==> src/rtl/seq_divider.sv <==
// rtl/seq_divider.sv - 8-bit unsigned restoring divider, one quotient bit per clock
module seq_divider #(
   parameter int DELAY_RISE = 0,
   parameter int DELAY_FALL = 0
) (
   input  logic       CLK,
   input  logic       RESET_bar,
   input  logic       START,
   input  logic [7:0] DIVIDEND,
   input  logic [7:0] DIVISOR,
   output logic [7:0] QUOTIENT,
   output logic [7:0] REMAINDER,
   output logic       BUSY,
   output logic       DONE,
   output logic       DIV_ZERO
);

   typedef enum logic [1:0] {IDLE, RUN, DONE_ST} state_t;

   state_t     state;
   logic [7:0] dvd_sr;
   logic [7:0] divisor_r;
   logic [8:0] prem;
   logic [3:0] count;

   logic [8:0] shifted;
   logic [9:0] trial;
   logic       no_borrow;
   logic [8:0] next_prem;
   logic [7:0] next_sr;

   // Output delays only matter to a timing-annotated model; the logic itself is zero-delay.
   wire unused_delay = (DELAY_RISE != DELAY_FALL);

   // Trial subtraction as add of inverted divisor with carry-in; carry-out set means no borrow.
   assign shifted   = {prem[7:0], dvd_sr[7]};
   assign trial     = {1'b0, shifted} + {2'b01, ~divisor_r} + 10'd1;
   assign no_borrow = trial[9];
   assign next_prem = no_borrow ? trial[8:0] : shifted;
   assign next_sr   = {dvd_sr[6:0], no_borrow};

   always_ff @(posedge CLK or negedge RESET_bar) begin
      if (!RESET_bar) begin
         state     <= IDLE;
         dvd_sr    <= '0;
         divisor_r <= '0;
         prem      <= '0;
         count     <= '0;
         QUOTIENT  <= '0;
         REMAINDER <= '0;
         BUSY      <= 1'b0;
         DONE      <= 1'b0;
         DIV_ZERO  <= 1'b0;
      end else begin
         case (state)
            IDLE, DONE_ST: begin
               if (START) begin
                  dvd_sr    <= DIVIDEND;
                  divisor_r <= DIVISOR;
                  prem      <= '0;
                  count     <= '0;
                  BUSY      <= 1'b1;
                  DONE      <= 1'b0;
                  DIV_ZERO  <= 1'b0;
                  state     <= RUN;
               end
            end
            RUN: begin
               dvd_sr <= next_sr;
               prem   <= next_prem;
               count  <= count + 4'd1;
               if (count == 4'd7) begin
                  QUOTIENT  <= next_sr;
                  REMAINDER <= next_prem[7:0];
                  DIV_ZERO  <= (divisor_r == 8'd0);
                  BUSY      <= 1'b0;
                  DONE      <= 1'b1;
                  state     <= DONE_ST;
               end
            end
            default: begin
               state <= IDLE;
               BUSY  <= 1'b0;
               DONE  <= 1'b0;
            end
         endcase
      end
   end

endmodule
==> config.mk <==
export PLATFORM = sky130hd
export DESIGN_NAME = seq_divider
export DESIGN_NICKNAME = d
export VERILOG_FILES = /design/src/rtl/seq_divider.sv
export SDC_FILE = /design/constraint.sdc
export NUM_CORES = 1
export LEC_CHECK = 0
export CAP_MARGIN = 20
export CORE_UTILIZATION = 53
export CTS_CLUSTER_DIAMETER = 120
export DETAILED_ROUTE_END_ITERATION = 10
export GPL_TIMING_DRIVEN = 1
export HOLD_SLACK_MARGIN = 0.02
export PLACE_DENSITY = 0.78
export SETUP_SLACK_MARGIN = 0.2
export SYNTH_ARGS = -nofsm -noshare
export SYNTH_HDL_FRONTEND = slang
export SYNTH_SLANG_ARGS = --single-unit
==> constraint.sdc <==
create_clock -name CLK -period 2.3 [get_ports CLK]
set_input_delay 0.345 -clock CLK [delete_from_list [all_inputs] [get_ports CLK]]
set_output_delay 0.345 -clock CLK [all_outputs]
set_load 0.05 [all_outputs]
Yosys cells after proc, flatten, opt, wreduce, memory -nomap -nowiden
Index checks and enable logic that the tools add are counted.
{"block": "word_totals", "word_cells": 46, "register_bits": 49, "out_inout_bits": 19}
{"block": "op_classes", "n_eq_ne": 5, "muxes": 18, "bitwise_logic": 1, "addsub": 3, "reduce_logical": 9}
{"op": "one-hot mux 8 bit (2 select lines)", "count": 2}
{"op": "2-to-1 mux 8 bit", "count": 3}
{"op": "adder 10 x 1 -> 10 bit (second input constant)", "count": 1}
{"op": "adder 9 x 9 -> 10 bit", "count": 1}
{"op": "zero test 8 bit", "count": 1}
{"op": "inverter 8 bit", "count": 1}
{"op": "one-hot mux 4 bit (2 select lines)", "count": 1}
{"op": "AND reduction 2 bit", "count": 4}
{"op": "one-hot mux 1 bit (2 select lines)", "count": 3}
{"op": "2-to-1 mux 1 bit", "count": 5}
{"op": "adder 4 x 1 -> 4 bit (second input constant)", "count": 1}
{"op": "== test 4 x 3 -> 1 bit (second input constant)", "count": 1}
{"op": "2-to-1 mux 2 bit", "count": 2}
{"op": "2-to-1 mux 4 bit", "count": 1}
{"op": "!= test 2 bit (second input constant)", "count": 2}
{"op": "one-hot mux 2 bit (2 select lines)", "count": 1}
{"op": "AND reduction 3 bit", "count": 1}
{"op": "== test 2 x 1 -> 1 bit (second input constant)", "count": 1}
{"op": "== test 2 bit (second input constant)", "count": 1}
{"op": "zero test 2 bit", "count": 1}
{"op": "nonzero test 2 bit", "count": 1}
{"op": "OR reduction 2 bit", "count": 1}

Depth between registers and ports, before layout
{"block": "logic_depth", "word_depth": 5, "depth_mapped": 9}

Worst setup path after synthesis
No wires, ideal clock.
{"block": "synth_timing", "path_kind": "reg2reg", "startpoint": "register prem[4]", "endpoint": "register prem[7]", "path_buffers": 2, "synth_period_minus_slack_ps": 1889, "path_stages_with_launch": 9, "setup_ps": 132, "setup_slack_ps": 411, "t_arrival_ps": 1757, "path_cell_list": "dfrtp_1 ha_1 clkbuf_4 nand4_2 a2111oi_4 nor2_4 buf_6 a32oi_1 o31ai_1"}
{"block": "synth_between", "elab_chain_cells": 4}
{"item": "start, declared", "line": "23", "text": "logic [8:0] prem;"}
{"item": "start signal, assigned", "line": "70", "text": "prem <= next_prem;"}
{"item": "adder 9 x 9 -> 10 bit", "line": "37", "text": "assign trial = {1'b0, shifted} + {2'b01, ~divisor_r} + 10'd1;"}
{"item": "adder 10 x 1 -> 10 bit", "line": "37"}
{"item": "2-to-1 mux 8 bit", "line": "39", "text": "assign next_prem = no_borrow ? trial[8:0] : shifted;"}
{"item": "one-hot mux 8 bit (2 select lines)", "line": "55", "text": "case (state)"}
Every way passes these cells.
A chain may end at the register's enable or synchronous reset.

Worst setup path in the final report
{"block": "layout_timing", "startpoint": "register dvd_sr[7]", "endpoint": "register REMAINDER[6]"}
{"block": "layout_between", "elab_chain_cells": 3}
{"item": "start, declared", "line": "21", "text": "logic [7:0] dvd_sr;"}
{"item": "start signal, assigned", "line": "69", "text": "dvd_sr <= next_sr;"}
{"item": "adder 9 x 9 -> 10 bit", "line": "37"}
{"item": "adder 10 x 1 -> 10 bit", "line": "37"}
{"item": "2-to-1 mux 8 bit", "line": "39"}
{"item": "end signal, assigned", "line": "74", "text": "REMAINDER <= next_prem[7:0];"}
{"item": "end, declared", "line": "12", "text": "output logic [7:0] REMAINDER,"}
Every way passes these cells.

==> out/summary.txt <==
crit-path cells - inv_2, ha_4, inv_2, fa_2, a211oi_4, or4b_1, o2111ai_2, mux2i_2, o21ai_1
nature of the critical path endpoint - flip-flop
Max Buffers Root-to-Sink - 2
Fillers - 325
vias after detailed routing - 1991
die area - 0.004774 mm2
Crit-path slowest cell - fa_2
Period minus WS final - 2.101 ns
HPWL after DPL - 3759 um
clk_skew - 0.005651 ns
vias per cell - 5.624
CTS clock-pin slew for the worst setup and hold paths - 0.09 ns
hold_ws - 0.4059 ns
asr flop ratio synth - 100.0%
slack of the critical path - 0.1992 ns
MaxCap Viol Count - 0
relative slew slack - 44.13%
clock insertion delay at the later pin of the skew report - 0.31 ns
Hold Vio Cnt, Final - 0
initial antenna violation count - 0
critical path class - reg2reg
final worst path period share - 91.34%
Die W - 69.10 um
R2R depth - 9
vias in the first global route - 1904
R2R Setup Slk - 0.20 ns
core area - 0.004354 mm2
Yosys reg bits - 48
Ports - 38
Setup TNS - 0 ns
Critical path origin - dvd_sr[7]
# rows - 24
distinct cell type count after synthesis - 41
register area - 0.001202 mm2
overall global routing resource usage - 24.79%
HP Class - in2async
crit path DAT - 2.29 ns
routability cong. - 0.9477
Starting Density - 54.80%
Post-synth EDFFs - 0
Top FF cell, synth - dfrtp_1
detail-routed net length per standard cell - 15.43 um
CP max FO - 3
Post-Syn Area - 0.002386 mm2
final-report max-slew violation count - 0
CTS tree - done
RSZ-0062 raised after global routing - true
Req. time, crit path - 2.49 ns
Gate Count Post-Synth - 251
Nets - 330
Worst-Margin Slew - 0.8350 ns
Yosys warnings - 0
Worst R2R End - REMAINDER[6]
global-route wire length before repair - 9273 um
met2 global-route usage - 35.28%
CTS sink count - 48
Finish-stage setup viols - 0
area grow syn2layout - 30.26%
Top cell by count, worst path - inv_2
# DRC - 0
antenna cells - 0
CP startpoint kind - flip-flop
busiest grt layer - met1
first drt pass iteration count - 5
Peak Freq - 476.0 MHz
outcome - completed
PortBufs - 37
root buffer cell - clkbuf_8
worst slack, placed - 0.02436 ns
routing usage on met1 - 37.76%
Post-Route WL - 5463 um
Crit path largest cell delay - 0.41 ns
CTS buffer count - 5
Crit Reg-Reg Startpoint - dvd_sr[7]
largest net degree at the start of global routing - 26
Mean Syn Cell Area - 9.506 um2
area of the multi-input gates - 0.001181 mm2
Syn Nets - 280
Detail Route Antenna Nets - 0
sequential area share after synthesis - 50.34%
die height - 69.10 um
layout cell share with drive strength beyond 1 - 16.56%
H-tree levels - 2
starting DRC count in detailed routing - 142
met3 Track Usage GR - 5.117%
gr ovfl total - 0
[through the flow]
stage / util (%) / cells / cell area (um2)
2_1_floorplan: - / 251 / 2386
3_3_place_gp: 64.66 / 336 / 2815
3_5_place_dp: 64.66 / 336 / 2815
4_1_cts: 68.33 / 348 / 2975
5_1_grt: 71.38 / 354 / 3108
6_report: 71.38 / 354 / 3108
[placed cells by master, fill, tap and decap left out, types with 3 or more instances in the layout]
| cell | count |
|---|---|
| nor2_1 | 6 |
| nand3_1 | 5 |
| ha_4 | 5 |
| mux2i_1 | 5 |
| buf_4 | 17 |
| a31oi_1 | 3 |
| inv_2 | 3 |
| inv_1 | 9 |
| clkdlybuf4s50_1 | 36 |
| a22oi_1 | 7 |
| clkbuf_8 | 5 |
| dfrtp_1 | 47 |
| ha_1 | 3 |
| xor2_1 | 3 |
| o21ai_0 | 29 |
| nand2_1 | 65 |
| nand2b_1 | 4 |
[critical path: cells and delay by family (launching register included)]
kind	cells	cell delay, ns
fa+ha+maj	2	0.55
compound gates	3	0.51
flops	1	0.38
mux	1	0.25
simple gates	1	0.17
buf+inv	2	0.13
[what timing repair did]
| action | 4_1_cts | 5_1_grt |
|---|---|---|
| hold buffers | 1 | 0 |
| endpoints found under the hold margin | 8 | 0 |
| pin swaps | 3 | 8 |
| gates cloned | 1 | 0 |
| endpoints found under the setup margin | 12 | 17 |
| setup buffers | 2 | 6 |
| gates resized for setup | 5 | 20 |
[area by class of cell]
cell class,instances,share of cell area (%)
flip-flops and latches,48,38.69
clock inverters,3,1.369
repair buffers,55,16.18
multi-input cells,179,38.00
clock buffers,5,2.214
inverters,12,1.449
well taps,52,2.093
[per-layer routing]
metal	part of all wire, %	wire [um]
met1	49	2669
met2	44	2413
met3	5.0	275
met4	1.9	104
met5	0	0
[worst max path at each step]
stage / end / cells after the start
floorplan: prem[7] / 8
global placement: REMAINDER[6] / 9
detailed placement: REMAINDER[6] / 9
CTS: REMAINDER[6] / 9
global route: REMAINDER[6] / 9
finish: REMAINDER[6] / 9
[cell usage after synthesis, types with 2 or more instances]
cell type  instances  area share, %
xor2_1             3            1.1
o21ai_0           31            6.5
nor3b_1            2           0.63
a32oi_1            2           0.73
ha_1               9            4.7
nand3_1            5            1.0
o31ai_1            2           0.63
dfrtp_1           48             50
a31oi_1            3           0.79
nor4_1             2           0.52
buf_6              2           0.94
nand2b_1           4            1.0
mux2i_1            6            2.5
nand2_1           65             10
nor2_1             8            1.3
inv_1             12            1.9
a211oi_1           3           0.94
nor2b_1            2           0.52
a22oi_1            7            2.2
a21oi_1            3           0.63
clkbuf_1           9            1.4
and2_1             2           0.52
a22o_1             2           0.73
nor3_1             2           0.42
[cells by family (layout without fill, tap and decap cells)]
logic type                 count (synthesis)  in the layout  share of synthesized area [%]
and+or+nand+nor                           98             99                          18.46
xor gates and xnor gates                   4              4                          1.469
muxes                                      7              7                          2.989
DFF                                       48             48                          50.34
buffers and inverters                     25             75                          4.772
AOI/OAI and AO/OA                         59             59                          16.41
adders and majority gates                 10             10                          5.559
[sequential cells by signal (all words and copies together) (netlist names)]
| register | count |
|---|---|
| prem | 8 |
| state | 2 |
| dvd_sr | 8 |
| BUSY | 1 |
| QUOTIENT | 8 |
| REMAINDER | 8 |
| divisor_r | 8 |
| count | 4 |
| DIV_ZERO | 1 |
Power is left out: the tool's default activity adds up to more than one toggle a clock period on the data nets, which glitch-free logic cannot reach.
